==> src/rtl/div.sv <==
// -----------------------------------------------------------------------------
// div -- 32-bit signed restoring divider, one quotient bit per clock.
//
// Ports:
//   clock        in   1   rising-edge clock
//   reset        in   1   asynchronous, active-low reset
//   ctrl_DIV     in   1   start pulse; captures dividend/divisor, aborts any
//                         operation in flight
//   dividend     in  32   signed dividend (sampled on the start edge only)
//   divisor      in  32   signed divisor  (sampled on the start edge only)
//   result       out 32   signed quotient, truncated toward zero
//   exception    out  1   divide-by-zero flag, meaningful while resultReady=1
//   resultReady  out  1   one-cycle completion pulse
//   busy         out  1   high while an operation is in progress
//
// A nonzero-divisor operation takes 32 RUN edges plus one FIX edge, so
// resultReady rises after the 33rd edge following the start edge. A zero
// divisor skips straight to DONE on the start edge.
// -----------------------------------------------------------------------------
module div (
  input  logic        clock,
  input  logic        reset,
  input  logic        ctrl_DIV,
  input  logic [31:0] dividend,
  input  logic [31:0] divisor,
  output logic [31:0] result,
  output logic        exception,
  output logic        resultReady,
  output logic        busy
);

  localparam logic [1:0] IDLE = 2'd0;
  localparam logic [1:0] RUN  = 2'd1;
  localparam logic [1:0] FIX  = 2'd2;
  localparam logic [1:0] DONE = 2'd3;

  logic [1:0]  state_q,     state_d;
  logic [5:0]  cnt_q,       cnt_d;
  logic [31:0] rem_q,       rem_d;
  logic [31:0] quo_q,       quo_d;
  logic [32:0] dsr_q,       dsr_d;
  logic        sign_q,      sign_d;
  logic [31:0] result_q,    result_d;
  logic        exception_q, exception_d;

  logic [31:0] abs_dividend;
  logic [31:0] abs_divisor;
  logic [32:0] shifted;
  logic [32:0] trial;

  // Magnitudes are kept unsigned, so -0x80000000 wraps back to 0x80000000,
  // which is exactly the correct magnitude when read as unsigned.
  always_comb begin
    abs_dividend = dividend[31] ? (32'd0 - dividend) : dividend;
    abs_divisor  = divisor[31]  ? (32'd0 - divisor)  : divisor;
  end

  // One restoring step. The partial remainder is always below the divisor
  // magnitude (<= 2^31), so it fits in 32 bits and the shifted value fits in
  // 33; bit 32 of the 33-bit trial difference is therefore a valid sign bit.
  always_comb begin
    shifted = {rem_q, quo_q[31]};
    trial   = shifted - dsr_q;
  end

  always_comb begin
    state_d     = state_q;
    cnt_d       = cnt_q;
    rem_d       = rem_q;
    quo_d       = quo_q;
    dsr_d       = dsr_q;
    sign_d      = sign_q;
    result_d    = result_q;
    exception_d = exception_q;

    // A start wins over whatever state we are in. The outputs are only
    // written on completion, so an aborted operation never becomes visible.
    if (ctrl_DIV) begin
      cnt_d = 6'd0;
      rem_d = 32'd0;
      if (divisor == 32'd0) begin
        state_d     = DONE;
        quo_d       = 32'd0;
        dsr_d       = 33'd0;
        sign_d      = 1'b0;
        result_d    = 32'd0;
        exception_d = 1'b1;
      end else begin
        state_d = RUN;
        quo_d   = abs_dividend;
        dsr_d   = {1'b0, abs_divisor};
        sign_d  = dividend[31] ^ divisor[31];
      end
    end else begin
      case (state_q)
        RUN: begin
          if (trial[32]) begin
            rem_d = shifted[31:0];
            quo_d = {quo_q[30:0], 1'b0};
          end else begin
            rem_d = trial[31:0];
            quo_d = {quo_q[30:0], 1'b1};
          end
          cnt_d = cnt_q + 6'd1;
          if (cnt_q == 6'd31) begin
            state_d = FIX;
          end
        end
        FIX: begin
          result_d    = sign_q ? (32'd0 - quo_q) : quo_q;
          exception_d = 1'b0;
          state_d     = DONE;
        end
        DONE: begin
          state_d = IDLE;
        end
        default: begin
          state_d = IDLE;
        end
      endcase
    end
  end

  always_ff @(posedge clock or negedge reset) begin
    if (!reset) begin
      state_q     <= IDLE;
      cnt_q       <= 6'd0;
      rem_q       <= 32'd0;
      quo_q       <= 32'd0;
      dsr_q       <= 33'd0;
      sign_q      <= 1'b0;
      result_q    <= 32'd0;
      exception_q <= 1'b0;
    end else begin
      state_q     <= state_d;
      cnt_q       <= cnt_d;
      rem_q       <= rem_d;
      quo_q       <= quo_d;
      dsr_q       <= dsr_d;
      sign_q      <= sign_d;
      result_q    <= result_d;
      exception_q <= exception_d;
    end
  end

  // resultReady and busy are pure decodes of the registered state.
  assign result      = result_q;
  assign exception   = exception_q;
  assign resultReady = (state_q == DONE);
  assign busy        = (state_q == RUN) || (state_q == FIX);

endmodule

==> config.mk <==
export PLATFORM = sky130hd
export DESIGN_NAME = div
export DESIGN_NICKNAME = d
export VERILOG_FILES = /design/src/rtl/div.sv
export SDC_FILE = /design/constraint.sdc
export NUM_CORES = 1
export LEC_CHECK = 0
export CORE_MARGIN = 2
export CORE_UTILIZATION = 46
export DETAILED_ROUTE_END_ITERATION = 10
export PLACE_DENSITY_LB_ADDON = 0.15
export RECOVER_POWER = 100
export SLEW_MARGIN = 20
export SYNTH_ARGS = -nofsm -noshare
export SYNTH_HDL_FRONTEND = slang
export SYNTH_SLANG_ARGS = --single-unit
==> constraint.sdc <==
create_clock -name clock -period 6.2 [get_ports clock]
set_input_delay 1.24 -clock clock [delete_from_list [all_inputs] [get_ports clock]]
set_output_delay 1.24 -clock clock [all_outputs]
set_load 0.005 [all_outputs]
* Yosys cells after proc, flatten, opt, wreduce, memory -nomap -nowiden
Index checks and enable logic that the tools add are counted. Widths: inputs -> output; s select.
Word-level totals: flip-flop bits (word level) 139, bits of input ports 67, output and inout port bits 35
Operators by class: add/sub/neg operators 5, equality and inequality tests 6, muxes and demuxes 24, bitwise logic cells 1, reduce and logical (&&, ||, !) cells 5
Operators with widths (number):
- $mux 32 | 13
- $sub 1x32->32 const A | 3
- $sub 33x33->33 | 1
- $logic_not 32->1 | 1
- $mux 6 | 2
- $add 6x1->6 const B | 1
- $eq 6x5->1 const B | 1
- $mux 2 | 3
- $mux 1 | 5
- $eq 2x2->1 const B | 2
- $pmux 2 s2 | 1
- $reduce_bool 2->1 | 2
- $ne 3x3->1 const B | 1
- $eq 2x1->1 const B | 1
- $ne 2x1->1 const B | 1
- $reduce_and 2->1 | 1
- $logic_or 1x1->1 | 1
- $xor 1x1->1 | 1

* Depth between registers and ports, before layout
Gate-level depths: netlist (run 1).
depth in word-level cells 4, mapped depth 14, gate-level depth less buffers 12

* Least setup slack after synthesis (run 1)
Ideal clock, no wire load.
path kind input-to-reg, start point in divisor[1], end point reg quo_q[23], data arrival time 3.759 ns, data required time 6.062 ns, path slack 2.303 ns, cell stages on the path 12, cell sequence inv_1 -> ha_1 -> nand3_1 -> or4_4 -> or3_4 -> or4_4 -> buf_6 -> or3_1 -> buf_6 -> nand2_8 -> buf_12 -> o22ai_1
Between the ends: cells in the longest elaborated chain, start to end 3
RTL lines:
- from (decl) | RTL line 25 | input logic [31:0] divisor,
- $logic_not 32->1 | RTL line 81 | if (divisor == 32'd0) begin
- $mux 32 | RTL line 81
- $mux 32 | RTL line 78 | if (ctrl_DIV) begin
- to (signal assigned) | RTL line 138 | quo_q <= quo_d;
- to (decl) | RTL line 40 | logic [31:0] quo_q, quo_d;
Every way passes these cells. A chain may end at the register's enable or synchronous reset.

* Worst setup path in the final report (run 1)
start point in divisor[0], end point reg quo_q[26]
The elaborated chain is that of the path after synthesis.

==> results of run 1 <==
==> stage by stage <==
step                      hold slack (ps)    util
after floorplan                     469.1       -
final                               501.7  0.5444
after global placement              490.9  0.5193
after detailed placement            494.6  0.5193
after global routing                524.1  0.5444
after CTS                           512.9  0.5469
==> how the worst min path moves through the flow <==
stage | to | slack, ps | depth (start not counted)
after global routing | result[18]$_DFFE_PN0P_ | 520 | 1
after detailed placement | result[24]$_DFFE_PN0P_ | 490 | 1
after floorplan | exception$_DFFE_PN0P_ | 470 | 2
after global placement | result[24]$_DFFE_PN0P_ | 490 | 1
final | result[24]$_DFFE_PN0P_ | 500 | 1
after CTS | result[30]$_DFFE_PN0P_ | 510 | 1
==> layer usage <==
layer / wire (um) / track usage / vias to the layer above / part of all wire
li1: - / - / 4042 / -
met3: 1199 / 0.04037 / 20 / 0.049
met4: 351 / 0.06619 / 0 / 0.014
met2: 10340 / 0.3227 / 182 / 0.42
met5: 0 / 0 / - / 0
met1: 12580 / 0.3536 / 3862 / 0.51
==> cell usage in the layout, fill, tap and decap left out, types with 21 or more instances in the layout <==
master	netlist	layout
dfrtp_1	138	138
nor2_1	81	81
o21ai_0	64	69
xnor2_1	66	66
a21oi_1	66	65
clkdlybuf4s50_1	0	62
mux2i_1	60	60
nand2_1	54	55
xor2_1	55	55
inv_1	54	54
ha_1	39	38
dlygate4sd3_1	0	36
a22o_1	31	31
a211oi_1	27	27
nand3_1	21	21
o31ai_1	21	21
==> registers in the layout, summed over array words and instances (netlist names) <==
name,flops
quo_q,32
dsr_q,32
cnt_q,6
exception,1
state_q,2
sign_q,1
rem_q,32
result,32
==> cells by family (layout without fill, tap and decap cells) <==
| logic type | Yosys count | count (layout) |
|---|---|---|
| flops | 138 | 138 |
| compound gates | 318 | 318 |
| xor+xnor | 121 | 121 |
| simple gates | 278 | 278 |
| buf+inv | 118 | 193 |
| mux | 60 | 60 |
| fa+ha+maj | 40 | 40 |
==> synth_stat cells, types with 8 or more instances <==
cell and instances:
a211oi_1 27, a21o_1 14, a21oi_1 66, a22o_1 31, a31oi_1 11, buf_1 8, clkbuf_1 44, dfrtp_1 138
ha_1 39, inv_1 54, mux2i_1 60, nand2_1 54, nand2b_1 12, nand3_1 21, nand4_1 12, nor2_1 81
nor3_1 8, o21a_1 9, o21ai_0 64, o22ai_1 20, o31ai_1 21, o41ai_1 12, or2_2 10, or3_1 19
or4_1 18, xnor2_1 66, xor2_1 55
==> critical path, stage by stage <==
cell and delay (ps):
dlygate4sd3_1 590, inv_1 80, ha_1 180, nand3_1 120
or4_1 520, or3_1 460, or4_1 600, or3_1 660
nand2_1 620, o22ai_1 200
==> area by class of cell <==
class,instances,share of cell area
multi-input cells,817,0.5061
flip-flops and latches,138,0.3037
repair buffers,107,0.09143
clock buffers,23,0.04291
well taps,275,0.03026
inverters,54,0.01782
clock inverters,9,0.007812
==> power by group <==
group	internal, mW	switching (mW)
combinational	1.14	1.22
sequential	1.18	0.283
clock	0.595	0.404
==> run metrics, run 1 <==
outcome finished with violations; failing checks max-capacitance violations, max-slew violations; headroom to the max-slew limit -1.048; crit path DAT between 5000 and 6000 ps; worst setup margin 1178 ps; vias in the first global route around 7700; layout cell share with drive strength beyond 1 0.05662; Crit path required time ~6500 ps; Final Hold Viols 0; number of diodes 0; post-synthesis xor/xnor area fraction 0.1090; Chip Height ~150 um; DR pass1 iterations 7; cells after synthesis 1073; CP startpoint divisor[0]; Synth Flop Type dfrtp_1; initial core utilization 0.4655; Pwr per Cell Area roughly 420 mW/mm2; area grow syn2layout 16.96%; GP Congestion approximately 0.85; Fmax roughly 200 MHz; Netlist cell types between 70 and 80; min-delay worst type reg -> reg; initial antenna violation count 0; number of setup violations in the final report 0; reg2reg setup slack 1430 ps; Placed Instance Area around 0.011 mm2; Syn Area/Cell 9.062 um2; H-tree depth 4; RSZ-0062 raised after global routing no; fillcell total 1950; Die ar. between 0.02 and 0.025 mm2; multi-input logic area between 0.005 and 0.006 mm2; measured slew at the worst slew-check pin roughly 3100 ps; CTS tree done; Period minus WS final 5022 ps; top cells by area, synth dfrtp_1 36%, mux2i_1 6.2%, xnor2_1 5.9%, ha_1 5.0%, xor2_1 5.0%; # DRC 0; overall power slightly below 5 mW; Static Leak 4.824 nW; register area roughly 0.0035 mm2; total negative slack 0 ps; global-route total usage across every layer 0.2284; pre-CTS setup slack 1369 ps; Max Fanout on Critical Path 18; Synth Area in Compound Gates 0.2189; post-synthesis register bit count around 140; Post-CTS Setup Inserts 0; vias just over 8000; Post-Synth Adder-Cell Area 0.05225; largest net degree at the start of global routing 91; share of Yosys cell area claimed by the top area cell type 0.3552; FFs w/ async S/R, synth 1.000; hold_sp result[24]$_DFFE_PN0P_; EDFF count, synth 0; 1st-iter DRT viols 511; deepest clock path buffer count 2; CP Launch Type primary input; boundary pin count 102; largest family of logic cells by synthesized area compound AO/OA/AOI/OAI gates; Ys Warns 0; WL/cell between 15 and 20 um; hold_buf cts 0; Critical Setup Path Class in -> reg; first-pass GRT wire length 40430 um; Antenna Violating Nets Remaining 0; Die Width around 150 um; Worst setup EP type flip-flop; fin area 0.01137 mm2; Simple-Gate Fraction of Synth Area 0.1518; reg2reg path depth 10; final WL between 20000 and 25000 um; Yosys top cell by area dfrtp_1; Clock transition at path regs roughly 60 ps; Core Region 0.02089 mm2; placed cell count about 1400; Final Skew just under 8 ps; maximum vdd drop between 0.0002 and 0.0003 V; Via density between 5 and 6; Detail Placement HPWL roughly 18000 um; CTS buffer count 17; Site Rows 53; grt ovf 0; nets 1242; Reg-to-Reg Start dsr_q[22]$_DFFE_PN0P_; R2R Path End rem_q[22]$_DFFE_PN0P_; Non-Filler Instances between 1000 and 1500; register area share after synthesis 0.3552; CTS sink count approximately 140; syn nets 1180; multiplexer share of the synthesized area 0.06177; period utilization 0.8100; clk_lat worst skew between 400 and 500 ps; CTS root buf clkbuf_16; port bufs 101; fin. max-slew vios about 250; Max Cap Violations 4; end of the critical path quo_q[26]$_DFFE_PN0P_; Post-CTS Resized 0; synthesized cell area between 0.009 and 0.01 mm2
Power figures use the tool's default switching activity.
==> inputs of run 2 (changes only) <==
- clock period: 6.2 -> 5.2 ns (I/O delays scaled with it)
==> run 2 against run 1 <==
Against the previous run: the flow still finishes with violations (max-capacitance violations, max-slew violations); total power increased by 21%; cell area grew 0.50%; clock power is 26% higher; critical path depth up 1; clock skew rose by 2.0 ps; first-iteration DRC count grew 15%.
==> run metrics, run 2 (synthesis results as in run 1) <==
outcome finished with violations; failing checks max-capacitance violations, max-slew violations; Slowest-stage cell, CP or4_1; CP Launch Type primary input; most frequent cells in the layout 138 x dfrtp_1, 81 x nor2_1, 69 x o21ai_0; Static Leak 4.867 nW (+0.91%); Critical Setup Path Class in -> reg; Chip Height 149.4 um (unchanged); vias 8129 (+0.28%); Die Width 149.4 um (unchanged); nets 1245 (+0.24%); largest net degree at the start of global routing 107 (+18%); # DRC 0 (unchanged); DR pass1 iterations 5 (-2); share of total power in sequential cells 0.300 (-0.004); CTS root buf clkbuf_16; period utilization 0.8799; Fmax 218.6 MHz; Final Hold Viols 0 (unchanged); Clock transition at path regs 60 ps (about the same); CTS tree done; measured slew at the worst slew-check pin 2737 ps (-335.4 ps); Critical Path Max Stage Delay 610 ps (-50 ps); Period minus WS final between 4000 and 5000 ps; Crit path required time 5510 ps (-950 ps); CTS sink count 138 (unchanged); commonest non-fill, non-tap cell in the layout dfrtp_1; Post-CTS Resized 0 (unchanged); RSZ-0062 raised after global routing no; WL/cell 17.21 um (about the same); deepest clock path buffer count 2 (unchanged); vias in the first global route 7601 (-1.3%); total negative slack 0 ps (unchanged); initial core utilization 0.4655 (unchanged); Detail Placement HPWL 17810 um (+0.97%); 1st-iter DRT viols 587 (+15%); min-delay worst type reg -> reg; maximum vdd drop 0.0002373 V (-12%); Site Rows 53 (unchanged); Max Fanout on Critical Path 32 (+14); Post-CTS Setup Inserts 0 (unchanged); boundary pin count 102 (unchanged); fillcell total 1929 (-1.1%); worst path cell trace dlygate4sd3_1 -> inv_1 -> ha_1 -> nand3_1 -> or4_1 -> or3_1 -> or4_1 -> nor3_1 -> a21oi_2 -> clkbuf_2 -> a22o_1; headroom to the max-slew limit -0.8246 (+0.2236); Final Skew 9.776 ps (+2.002 ps); GP Congestion 0.8408 (-0.54%); Logic pwr share 0.484 (-0.005); Die ar. 0.02232 mm2 (unchanged); hold_buf cts 0 (unchanged); Worst setup EP type flip-flop; Antenna Violating Nets Remaining 0 (unchanged); first-pass GRT wire length 40210 um (-0.56%); Max Cap Violations 2 (-2); final WL 24540 um (+0.27%); Psw 2.306 mW (+21%); Sw Ratio 0.3957 (about the same); area grow syn2layout 17.54%; grt ovf 0 (unchanged); clock share of power 0.217 (+0.010); layout cell share with drive strength beyond 1 0.05995 (+0.003328); cell internal pwr 3.522 mW (+21%); worst path bufs/invs 3 (+1); number of setup violations in the final report 0 (unchanged); Crit path max-delay family simple AND/OR/NAND/NOR gates; initial antenna violation count 0 (unchanged); port bufs 101 (unchanged); clk_lat worst skew 430 ps (about the same); H-tree depth 4 (unchanged); CP dominant cell by count or4_1; number of diodes 0 (unchanged); worst hold margin 490.3 ps (-11.45 ps); global-route total usage across every layer 0.2279 (-0.0005098); Core Region 0.02089 mm2 (unchanged); Pwr per Cell Area 510.0 mW/mm2 (+20%); Via density 5.701 (about the same); fin. max-slew vios 159 (-37%); crit path DAT 4890 ps (-390 ps); CTS buffer count 17 (unchanged)
-- run 2: power groups by stage --
stage,registers (mW),logic [mW],clock network [mW]
global route,1.80,3.13,1.33
global placement,1.76,2.80,0
CTS,1.75,2.86,1.28
detailed placement,1.76,2.84,0
finish,1.75,2.82,1.26
floorplan,1.66,2.11,0
-- run 2: area by class of cell --
| class | count | area, um2 | share of cell area |
|---|---|---|---|
| tap | 275 | 344.1 | 0.03011 |
| clock inverter | 12 | 163.9 | 0.01434 |
| multi-input combinational | 817 | 5761 | 0.5040 |
| sequential | 138 | 3453 | 0.3022 |
| timing repair buffer | 110 | 1057 | 0.09251 |
| clock buffer | 20 | 446.7 | 0.03908 |
| inverter | 54 | 202.7 | 0.01774 |
-- run 2: worst paths after layout --
kind	startpoint	end	slack (ps)	depth (start not counted)
setup / recovery	divisor[0]	result[16]$_DFFE_PN0P_	620	11
hold reg to reg	exception$_DFFE_PN0P_	exception$_DFFE_PN0P_	490	2
setup reg to reg	dsr_q[22]$_DFFE_PN0P_	rem_q[6]$_DFFE_PN0P_	950	11
max in group asynchronous	reset	result[8]$_DFFE_PN0P_	1660	2
hold / removal	exception$_DFFE_PN0P_	exception$_DFFE_PN0P_	490	2
min in group asynchronous	reset	result[24]$_DFFE_PN0P_	1480	1
-- run 2: worst reg2reg max path, delay by kind of cell, from the launching register on --
family                     cells  cell delay [ps]
AOI/OAI and AO/OA              4             1420
buffers and inverters          2              750
and+or+nand+nor                3              700
adders and majority gates      1              450
DFF                            1              420
muxes                          1              310
-- run 2: routing by layer --
metal  vias up  part of all wire  track usage
li1       4046                 -            -
met1      3879              0.52       0.3546
met2       186              0.43       0.3305
met3        18             0.043      0.03761
met4         0             0.010      0.04905
met5         -                 0            0
-- run 2: through the flow --
stage,setup WS [ps],std cells,utilization,cell area [um2],power (mW)
floorplan,1503,1073,-,9723,3.762
global placement,638.8,1394,0.5204,10870,4.567
detailed placement,623.3,1394,0.5204,10870,4.606
CTS,1065,1426,0.5496,11480,5.898
global route,438.4,1426,0.5471,11430,6.258
finish,624.6,1426,0.5471,11430,5.828
